### src/rtl/frame_dump_stream.sv
// Captures one video frame on request and streams it out as a top-down BMP file
// (54-byte header, pixel rows padded to 4 bytes) over a valid/ready byte interface.
module frame_dump_stream #(
    parameter int H_VISIBLE  = 640,
    parameter int V_VISIBLE  = 480,
    parameter int BPP        = 24,
    parameter int FIFO_DEPTH = 16
) (
    input  logic        clk,
    input  logic        rst_n,
    input  logic        arm,
    input  logic        pix_en,
    input  logic        vsync_n,
    input  logic        blank,
    input  logic [23:0] rgb,
    output logic [7:0]  byte_data,
    output logic        byte_valid,
    input  logic        byte_ready,
    output logic        busy,
    output logic        done,
    output logic        overflow
);
    localparam int ROWB     = H_VISIBLE * BPP / 8;
    localparam int PAD      = (4 - ROWB % 4) % 4;
    localparam int FILESIZE = 54 + (ROWB + PAD) * V_VISIBLE;
    localparam int NBYTES   = BPP / 8;
    localparam int AW       = $clog2(FIFO_DEPTH);
    localparam int CW       = $clog2(H_VISIBLE + 1);
    localparam int RW       = $clog2(V_VISIBLE + 1);

    localparam logic [31:0] FSZ_W = 32'(FILESIZE);
    localparam logic [31:0] NEGV_W = 32'(-V_VISIBLE);
    localparam logic [31:0] HV_W = 32'(H_VISIBLE);
    localparam logic [31:0] PLANE_BPP_W = {16'(BPP), 16'd1};

    typedef enum logic [1:0] {CapIdle, CapArmed, CapRun} cap_st_e;
    typedef enum logic [2:0] {OutIdle, OutHdr, OutData, OutPad, OutDone} out_st_e;

    cap_st_e        cap_q, cap_d;
    out_st_e        out_q, out_d;
    logic           vs_prev_q;
    logic [CW-1:0]  col_q, col_d;
    logic [RW-1:0]  row_q, row_d;
    logic [RW-1:0]  orow_q, orow_d;
    logic [5:0]     hidx_q, hidx_d;
    logic [1:0]     bidx_q, bidx_d;
    logic [1:0]     pidx_q, pidx_d;

    logic [24:0]    mem [FIFO_DEPTH];
    logic [AW-1:0]  wr_q, rd_q;
    logic [AW:0]    cnt_q;
    logic [24:0]    head;
    logic [15:0]    w16;
    logic           full, empty, push, pop, drop;
    logic           arm_ok, cap_start, vis, last_col, last_pix, last_row, row_end, xfer;
    logic [7:0]     pix_byte;

    // Header bytes 2..53 are 32-bit little-endian words aligned at offset 2.
    function automatic logic [7:0] hdr_byte(input logic [5:0] i);
        logic [5:0]  o;
        logic [31:0] w;
        o = i - 6'd2;
        unique case (o[5:2])
            4'd0:    w = FSZ_W;
            4'd2:    w = 32'd54;
            4'd3:    w = 32'd40;
            4'd4:    w = HV_W;
            4'd5:    w = NEGV_W;
            4'd6:    w = PLANE_BPP_W;
            default: w = 32'd0;
        endcase
        w = w >> {o[1:0], 3'b000};
        if (i == 6'd0) return 8'h42;
        if (i == 6'd1) return 8'h4D;
        return w[7:0];
    endfunction

    assign arm_ok    = arm && !busy;
    assign cap_start = (cap_q == CapArmed) && pix_en && !vsync_n && vs_prev_q;
    assign vis       = (cap_q == CapRun) && pix_en && !blank;
    assign last_col  = col_q == CW'(H_VISIBLE - 1);
    assign last_pix  = last_col && (row_q == RW'(V_VISIBLE - 1));
    assign last_row  = orow_q == RW'(V_VISIBLE - 1);

    assign full  = cnt_q == (AW + 1)'(FIFO_DEPTH);
    assign empty = cnt_q == '0;
    assign push  = vis && (!full || pop);
    assign drop  = vis && full && !pop;
    assign head  = mem[rd_q];
    assign w16   = {1'b0, head[23:19], head[15:11], head[7:3]};
    assign xfer  = byte_valid && byte_ready;

    // Byte of the FIFO head selected by the serialiser position.
    always_comb begin
        pix_byte = 8'h00;
        if (BPP == 16) begin
            pix_byte = bidx_q[0] ? w16[15:8] : w16[7:0];
        end else begin
            case (bidx_q)
                2'd0:    pix_byte = head[7:0];
                2'd1:    pix_byte = head[15:8];
                default: pix_byte = head[23:16];
            endcase
        end
    end

    // Capture FSM next state and pixel position counters.
    always_comb begin
        cap_d = cap_q;
        col_d = col_q;
        row_d = row_q;
        case (cap_q)
            CapIdle:  if (arm_ok) cap_d = CapArmed;
            CapArmed: if (cap_start) begin
                cap_d = CapRun;
                col_d = '0;
                row_d = '0;
            end
            CapRun: if (vis) begin
                if (last_col) begin
                    col_d = '0;
                    row_d = row_q + 1'b1;
                end else begin
                    col_d = col_q + 1'b1;
                end
                if (last_pix) begin
                    cap_d = CapIdle;
                    row_d = '0;
                end
            end
            default: cap_d = CapIdle;
        endcase
    end

    // Output FSM: byte source selection and stream sequencing.
    always_comb begin
        out_d      = out_q;
        hidx_d     = hidx_q;
        bidx_d     = bidx_q;
        pidx_d     = pidx_q;
        orow_d     = orow_q;
        byte_valid = 1'b0;
        byte_data  = 8'h00;
        pop        = 1'b0;
        row_end    = 1'b0;
        case (out_q)
            OutIdle: if (cap_start) begin
                out_d  = OutHdr;
                hidx_d = '0;
            end
            OutHdr: begin
                byte_valid = 1'b1;
                byte_data  = hdr_byte(hidx_q);
                if (xfer) begin
                    if (hidx_q == 6'd53) begin
                        out_d  = OutData;
                        bidx_d = '0;
                        orow_d = '0;
                    end else begin
                        hidx_d = hidx_q + 6'd1;
                    end
                end
            end
            OutData: begin
                if (!empty) begin
                    byte_valid = 1'b1;
                    byte_data  = pix_byte;
                    if (xfer) begin
                        if (bidx_q == 2'(NBYTES - 1)) begin
                            bidx_d  = '0;
                            pop     = 1'b1;
                            row_end = head[24];
                        end else begin
                            bidx_d = bidx_q + 2'd1;
                        end
                    end
                end else if (cap_q == CapIdle) begin
                    // Capture finished but rows are still owed (their pixels were dropped).
                    row_end = 1'b1;
                end
            end
            OutPad: begin
                byte_valid = 1'b1;
                if (xfer) begin
                    if (pidx_q == 2'(PAD - 1)) begin
                        if (last_row) begin
                            out_d = OutDone;
                        end else begin
                            orow_d = orow_q + 1'b1;
                            out_d  = OutData;
                        end
                    end else begin
                        pidx_d = pidx_q + 2'd1;
                    end
                end
            end
            OutDone: begin
                out_d  = OutIdle;
                orow_d = '0;
            end
            default: out_d = OutIdle;
        endcase
        if (row_end) begin
            if (PAD > 0) begin
                out_d  = OutPad;
                pidx_d = '0;
            end else if (last_row) begin
                out_d = OutDone;
            end else begin
                orow_d = orow_q + 1'b1;
            end
        end
    end

    // State registers, FIFO pointers and vsync history.
    always_ff @(posedge clk or negedge rst_n) begin
        if (!rst_n) begin
            cap_q     <= CapIdle;
            out_q     <= OutIdle;
            vs_prev_q <= 1'b1;
            col_q     <= '0;
            row_q     <= '0;
            orow_q    <= '0;
            hidx_q    <= '0;
            bidx_q    <= '0;
            pidx_q    <= '0;
            wr_q      <= '0;
            rd_q      <= '0;
            cnt_q     <= '0;
        end else begin
            cap_q  <= cap_d;
            out_q  <= out_d;
            col_q  <= col_d;
            row_q  <= row_d;
            orow_q <= orow_d;
            hidx_q <= hidx_d;
            bidx_q <= bidx_d;
            pidx_q <= pidx_d;
            if (pix_en) vs_prev_q <= vsync_n;
            if (push) wr_q <= wr_q + 1'b1;
            if (pop) rd_q <= rd_q + 1'b1;
            if (push && !pop) cnt_q <= cnt_q + 1'b1;
            else if (pop && !push) cnt_q <= cnt_q - 1'b1;
        end
    end

    // FIFO storage; bit 24 marks the last stored pixel of a row. A dropped
    // end-of-row pixel moves that mark onto the newest stored entry.
    always_ff @(posedge clk) begin
        if (push) mem[wr_q] <= {last_col, rgb};
        else if (drop && last_col) mem[wr_q - 1'b1][24] <= 1'b1;
    end

    // Sticky status flags.
    always_ff @(posedge clk or negedge rst_n) begin
        if (!rst_n) begin
            busy     <= 1'b0;
            done     <= 1'b0;
            overflow <= 1'b0;
        end else if (arm_ok) begin
            busy     <= 1'b1;
            done     <= 1'b0;
            overflow <= 1'b0;
        end else begin
            if (drop) overflow <= 1'b1;
            if (out_q == OutDone) begin
                busy <= 1'b0;
                done <= 1'b1;
            end
        end
    end

endmodule

### config.mk
export PLATFORM = sky130hd
export DESIGN_NAME = frame_dump_stream
export DESIGN_NICKNAME = d
export VERILOG_FILES = /design/src/rtl/frame_dump_stream.sv
export SDC_FILE = /design/constraint.sdc
export NUM_CORES = 1
export LEC_CHECK = 0
export CAP_MARGIN = 20
export CORE_MARGIN = 2
export CORE_UTILIZATION = 35
export DETAILED_ROUTE_END_ITERATION = 8
export PLACE_DENSITY = 0.48
export SETUP_SLACK_MARGIN = 0.15
export SYNTH_ARGS = -nofsm -noshare
export SYNTH_HDL_FRONTEND = slang
export SYNTH_SLANG_ARGS = --single-unit
### constraint.sdc
create_clock -name clk -period 8.81 [get_ports clk]
set_clock_uncertainty 0.2 [all_clocks]
set_input_delay 0.881 -clock clk [delete_from_list [all_inputs] [get_ports clk]]
set_output_delay 0.881 -clock clk [all_outputs]
set_load 0.01 [all_outputs]
### Word level (Yosys, flattened, before mapping)

Memory sizes are Yosys's and may differ from the RTL's.
Cells that the tools add are included.

* add/sub/neg operators: 12
* equal/unequal tests: 31
* shift-type cells: 1
* mux-type cells: 82
* bitwise operators: 1
* reduce and logical (&&, ||, !) cells: 41

Operator list (number)
* $pmux W32 S6: 1
* $mux W9: 11
* $mux W8: 5
* $mux W32: 1
* $pmux W8 S2: 2
* $shr A32 B5 Y8: 1
* $mux W10: 3
* $pmux W9 S3: 1
* $mux W1: 26
* $mux W25: 1
* $reduce_or A25 Y1: 1
* $mux W3: 8
* $mux W2: 10
* $ne A2 B2 Y1 const B: 10
* $pmux W10 S2: 1
* $add A9 B1 Y9 const B: 2
* $eq A9 B9 Y1 const B: 2
* $mux W6: 3
* $pmux W9 S2: 1
* $logic_and A1 B1 Y1: 14
* $eq A4 B3 Y1 const B: 3
* $pmux W3 S4: 1
* $pmux W6 S2: 1
* $reduce_and A4 Y1: 3
* 36 further kinds: 56

* register bits: 60
* RAM bits: 400
* input port bits: 31
* output and inout bits: 12
* logic and storage cells: 184
* memories: 1

Memories
* mem: words 16, bits a word 25, rd ports 1, clocked after Yosys merged registers in 0, wr ports 1, RTL line 49 `logic [24:0] mem [FIFO_DEPTH];`

### Logic depth before layout (Yosys ltp)

Gate-level depths: netlist of the first run.

* depth after elaboration: 15
* gate-level depth with buffers: 13
* gate-level depth less buffers: 12

### Worst setup path before layout of the first run

No wires, ideal clock.

* path type: input-to-reg
* start: input port byte_ready
* end: memory mem[11][0], enable pin
* setup time: 405 ps
* arrival time: 3134 ps
* required time: 8205 ps
* slack: 5072 ps
* cell stages on the path: 8
* path buffers: 2
* cell sequence: clkbuf_1 -> nand3b_1 -> o2111ai_1 -> and2b_1 -> buf_2 -> a21oi_1 -> a21oi_2 -> nor2_1

* longest elaborated chain between the ends: 12
* elaborated cells on any way between the ends: 17
* classes of those cells: mux (10); reduce/logical (7)

RTL lines
* start, declared: RTL line 18 `input logic byte_ready,`
* $logic_and A1 B1 Y1 *: RTL line 91 `assign xfer = byte_valid && byte_ready;`
* $mux W1 *: RTL line 168 `if (xfer) begin`
* $mux W1 *: RTL line 165 `if (!empty) begin`
* $mux W1 *: RTL line 146 `case (out_q)`
* $logic_not A1 Y1: RTL line 88 `assign drop = vis && full && !pop;`
* $logic_and A1 B1 Y1: RTL line 88
* $logic_and A1 B1 Y1: RTL line 251 `else if (drop && last_col) mem[wr_q - 1'b1][24] <= 1'b1;`
* $mux W1: RTL line 251
* $mux W1: RTL line 250 `if (push) mem[wr_q] <= {last_col, rgb};`
* $mux W1 (implied by the code): RTL line 251
* $reduce_or A25 Y1 (no line)
* $mux W4 (no line) / $mux W2 (equally long branches)
* end, declared: RTL line 49

Mark *: on every way between the ends. The rest lies on a longest branch, timed or not.

### Worst setup path in the final report of the first run

* start: register rd_q[1]
* end: output port byte_data[3]

* longest elaborated chain between the ends: 4

RTL lines
* start, declared: RTL line 50 `logic [AW-1:0] wr_q, rd_q;`
* start signal, assigned: RTL line 241 `if (pop) rd_q <= rd_q + 1'b1;`
* $mem_v2 Z16 W25
* $pmux W8 S2: RTL line 99 `case (bidx_q)`
* $mux W8: RTL line 165
* $pmux W8 S2: RTL line 146
* end, declared: RTL line 16 `output logic [7:0] byte_data,`

Every way passes these cells.

==> metrics, run 1 <==
status finished clean; largest family of logic cells by synthesized area multiplexers; Post-CTS Resized 0; Seq/Total Area, Yosys 69.3%; HP Class in2async; Post-synth EDFFs 400; Core ar. 55100 um2; Pre-Repair DR Iteration Count 4; first-pass GRT wire length about 71000 um; Fillers 5010; Final Max Slew Viols 0; synth top area cells edfxtp_1, mux4_2, dfrtp_1; PD cells between 200 and 300 nW/um2; Syn Nets about 1200; GR Util All Layers 16.9%; Synth cell types between 70 and 80; hold_buf cts 0; CTS buffer count 49; worst-path fanout max between 50 and 60; clk_lat worst skew roughly 600 ps; synthesized instance count approximately 1100; pin count of the biggest net entering global routing 104; switching share of total power 28.9%; post-route setup TNS 0 ps; Relative slew margins between 20% and 30%; vias in the first global route 10700; CTS Sinks 460; Root Buffer clkbuf_16; PortBufs 42; crit path capture type primary output; initial core utilization 35.4%; Post-Synth XOR/XNOR Area 1.03%; mean post-synth cell area between 15 and 20 um2; Die H 240 um; Final period util 62.0%; Final #Nets 1245; DR vias 10400; Yosys reg bits 460; Simple-Gate Fraction of Synth Area under 10%; setup repair after global routing missed its margin false; Tmin final 5460 ps; GRT Residual Overflow 0; Wirelength per Cell 24.1 um; yosys warns 0; ant diodes 0; final core utilization 40.9%; row count 86; Req. time, crit path 7730 ps; # DRC 0; combinational cell fraction of total power 22.9%; Pint 0.00432 W; Post-CTS Setup Bufs 0; WP data arrival 4380 ps; Syn-to-layout area delta 15.6%; H-tree Lvls 2; initial antenna violation count 2; mux share of post-synthesis cell area between 10% and 20%; Post-synth ARST share 13.0%; synthesized area 19500 um2; Ports between 40 and 50; Seq pwr share between 40% and 50%; Adder-Cell Fraction of Synth Area 1.13%; layout cells sized above 1 about a fifth; post-synth top area cell edfxtp_1; Worst-path clk slew 60 ps; worst ir drop on vdd 220 uV; DR vias/cell 5.24; DR iter-0 viols 827; top-count cell post-synth edfxtp_1; complex-gate fraction of the synthesized area under 10%; Fmax 183 MHz; antenna viol nets, final 0; Reg2Reg Depth 9; Final GP Congestion 0.817; final setup fails 0; DIE WIDTH 240 um; Top FF cell, synth edfxtp_1; Sw Pwr 0.00175 W; Sequential Area about 14000 um2; dpl hpwl 27100 um; Yosys top cell area share 61.6%; multi-input logic area roughly 5800 um2; maximum clock insertion buffer count 3; max-cap check violation count 0; Slew @ Worst Pin ~1100 ps; Fin. Hold Viols 0; CTS tree built; drt total wl 47800 um; leakage power 7.23 nW; CP Launch Type flop; Post-synth top cells edfxtp_1, mux4_2, nor2_1; WS Path Type reg2out; Clk pwr share 32.9%; Die Footprint about 58000 um2
through the flow:
step / hold slack [ps] / setup slack (ps) / area [um2] / instances / power, W
after global routing: 301 / 3100 / 22500 / 1982 / 0.00635
after global placement: 266 / 3740 / 20900 / 1881 / 0.00412
after CTS: 281 / 3310 / 22400 / 1972 / 0.00614
final: 266 / 3350 / 22500 / 1982 / 0.00607
after detailed placement: 274 / 3770 / 20900 / 1884 / 0.00414
after floorplan: 248 / 5070 / 19500 / 1125 / 0.00370
cell families after synthesis:
family | count (synthesis)
fa+ha+maj | 17
mux | 143
buf+inv | 76
flops | 460
xor+xnor | 23
simple gates | 266
compound gates | 140
final timing paths:
check,endpoint,start,slack (ps)
max,byte_data[3],rd_q[1],3350
min,row_q[7],rst_n,270
max reg2reg,mem[6][15],col_q[0],4560
min reg2reg,pidx_q[0],pidx_q[0],280
max in group asynchronous,rd_q[1],rst_n,7520
min in group clk,pidx_q[0],pidx_q[0],280
sequential cells by signal, summed over array words and instances (netlist names), 2 cells and up:
name    count
cap_q       2
col_q      10
cnt_q       5
pidx_q      2
bidx_q      2
row_q       9
orow_q      9
rd_q        4
mem       400
out_q       3
hidx_q      6
wr_q        4
critical path: stages, from the launching register on:
cell and delay [ps]:
dfrtp_4 1020, buf_4 610, mux4_2 400, mux4_2 480
a32oi_1 450, o21ai_1 230, clkdlybuf4s50_1 530
power by group through the flow:
stage                     Combinational [W]  Clock, W  Sequential [W]
after floorplan                     0.00106         0         0.00264
after global placement              0.00139         0         0.00273
after detailed placement            0.00141         0         0.00273
after CTS                           0.00141   0.00205         0.00269
after global routing                0.00152   0.00212         0.00271
final                               0.00139   0.00200         0.00269
cells in the final DEF (no fill, tap or decap), drive strengths merged, types with 13 or more instances in the layout:
cell             n
nor2b           31
a21oi           27
buf             30
nand2           56
ha              16
mux2i           22
xnor2           13
o21ai           47
dfrtp           59
clkdlybuf4s50   41
clkbuf          71
nand3           24
nor2            72
mux4           118
edfxtp         400
inv             27
final cells by class:
| type | instances | area share, % |
|---|---|---|
| sequential | 460 | 60.0 |
| multi-input combinational | 589 | 25.5 |
| clock buffer | 70 | 5.88 |
| tap | 748 | 4.15 |
| timing repair buffer | 72 | 3.12 |
| clock inverter | 18 | 0.921 |
| inverter | 25 | 0.416 |
layer usage:
metal / vias up / wire length (um) / global-route usage [%]
met4: 2 / 885 / 4.35
met2: 182 / 23000 / 27.9
met3: 57 / 1920 / 2.97
met1: 5498 / 21900 / 23.3
li1: 4639 / - / -
met5: - / 9 / 0
(Power assumes the default switching activity.)
==> inputs of run 2 (changes only) <==
==> constraint.sdc (replaced) <==
create_clock -name clk -period 5.3 [get_ports clk]
set_clock_uncertainty 0.2 [all_clocks]
set_input_delay 0.53 -clock clk [delete_from_list [all_inputs] [get_ports clk]]
set_output_delay 0.53 -clock clk [all_outputs]
set_load 0.01 [all_outputs]
==> run 2 against run 1 <==
Against the previous run:
- cell area up 1.1%
- core utilization up 0.43 points
- setup slack worse by 2800 ps
==> metrics, run 2 (synthesis results as in run 1) <==
GR Util All Layers 16.7% (-0.18 points); setup repair after global routing missed its margin false; RR Endpoint mem[11][14]; Fmax 210 MHz; CP Launch Type flop; Relative slew margins 27.7% (-0.89 points); # DRC 0 (unchanged); Post-DP Area 21100 um2 (+1.1%); Sequential Area 13500 um2 (unchanged); Final GP Congestion 0.762 (-6.7%); Post-CTS Setup Bufs 0 (unchanged); worst-path fanout max 38 (-27%); pin count of the biggest net entering global routing 61 (-41%); Tmin final 4760 ps; row count 86 (unchanged); most frequent CP cell mux4_2; initial core utilization 35.4% (unchanged); crit path capture type primary output; reg2reg start col_q[0]; WP buf/inv 1 (-1); post-route setup TNS 0 ps (unchanged); Final Max Slew Viols 0 (unchanged); DR vias 10400 (+0.51%); WS Path Type reg2out; Final #Nets 1259 (+1.1%); H-tree Lvls 2 (unchanged); status finished clean; clk_lat worst skew 580 ps (-30 ps); Wirelength per Cell 23.5 um (-2.3%); GRT Residual Overflow 0 (unchanged); WHS Endpoint pidx_q[0]; Root Buffer clkbuf_16; Fillers 5003 (-0.14%); Total Power 0.0102 W (+69%); Finished Cell Area 22800 um2 (+1.1%); PortBufs 42 (unchanged); multi-input logic area 5750 um2 (unchanged); DIE WIDTH 240 um (unchanged); CTS tree built; Slew @ Worst Pin 1080 ps (+12.9 ps); HP Class reg2reg; Worst-path clk slew 60 ps (about the same); Req. time, crit path 4570 ps (-3160 ps); most frequent cells in the layout edfxtp_1, mux4_2, nor2_1, nand2_1, dfrtp_1; drt total wl 47000 um (-1.6%); Largest Register mem; Die H 240 um (unchanged); dpl hpwl 28300 um (+4.5%); Ports 43 (unchanged); slowest CP cell dfrtp_4; layout cells sized above 1 21.5% (+1.4 points); Fin. Hold Viols 0 (unchanged); maximum clock insertion buffer count 3 (unchanged); Critical Path Max Stage Delay 960 ps (-60 ps); Core ar. 55100 um2 (unchanged); Final period util 89.9%; Cell Chain, Critical Path mux4_2 > mux4_2 > o21ai_0 > o221ai_1 > clkdlybuf4s50_1; Syn-to-layout area delta 16.8%; leakage power 7.35 nW (+1.8%); hold depth 1; final setup fails 0 (unchanged); vias in the first global route 10600 (-0.68%); hold_buf cts 1 (+1); R2R Setup Slk 1540 ps (-3020 ps); max FFs per register 400 (unchanged); Die Footprint 57600 um2 (unchanged); CTS buffer count 49 (unchanged); PD cells 449 nW/um2 (+67%); DR iter-0 viols 813 (-1.7%); Post-CTS Resized 0 (unchanged); initial antenna violation count 0 (-2); commonest non-fill, non-tap cell in the layout edfxtp_1; worst setup margin 535 ps (-2810 ps); pre-CTS WS 1100 ps (-2680 ps); ant diodes 0 (unchanged); max-cap check violation count 0 (unchanged); biggest regs mem (400), col_q (10); antenna viol nets, final 0 (unchanged); WHS 272 ps (+6.27 ps); WP data arrival 4030 ps (-350 ps); Reg2Reg Depth 10 (+1); CP top delay family multiplexers; worst hold path startpoint pidx_q[0]; Pre-Repair DR Iteration Count 5 (+1); CTS Sinks 460 (unchanged); first-pass GRT wire length 70300 um (-0.52%); DR vias/cell 5.22 (-0.24%); worst ir drop on vdd 261 uV (+18%)
run 2: how the worst max path moves through the flow:
stage                     from      endpoint  slack, ps  depth (start not counted)
finish                 rd_q[0]  byte_data[7]        540                          5
global route           rd_q[0]  byte_data[3]        360                          8
floorplan             col_q[0]     mem[0][0]       1650                          7
global placement        pix_en     mem[0][5]        780                          9
detailed placement  byte_ready     mem[7][7]       1100                          6
CTS                    rd_q[0]  byte_data[2]        460                          6
run 2: layer usage:
layer | track usage (%) | part of all wire, %
met3 | 2.71 | 3.9
met4 | 4.69 | 2.0
met5 | 0 | 0
met2 | 26.8 | 47
met1 | 23.7 | 47
run 2: final cells by class:
| class | count | share of cell area, % |
|---|---|---|
| clock buffer | 53 | 5.45 |
| clock inverter | 36 | 1.45 |
| inverter | 25 | 0.412 |
| multi-input combinational | 589 | 25.2 |
| sequential | 460 | 59.4 |
| tap | 748 | 4.11 |
| timing repair buffer | 86 | 3.96 |
run 2: power breakdown:
| group | leakage [nW] | internal (W) | total [W] | switching (W) |
|---|---|---|---|---|
| sequential | 4.38 | 0.00421 | 0.00454 | 0.000330 |
| clock | 0.775 | 0.00194 | 0.00337 | 0.00144 |
| combinational | 2.20 | 0.00112 | 0.00232 | 0.00120 |
run 2: metrics by stage:
step | std cells | util [%]
finish | 1997 | 41.3
global route | 1997 | 41.3
CTS | 1989 | 41.2
detailed placement | 1899 | 38.3
global placement | 1898 | 38.3
floorplan | 1125 | -
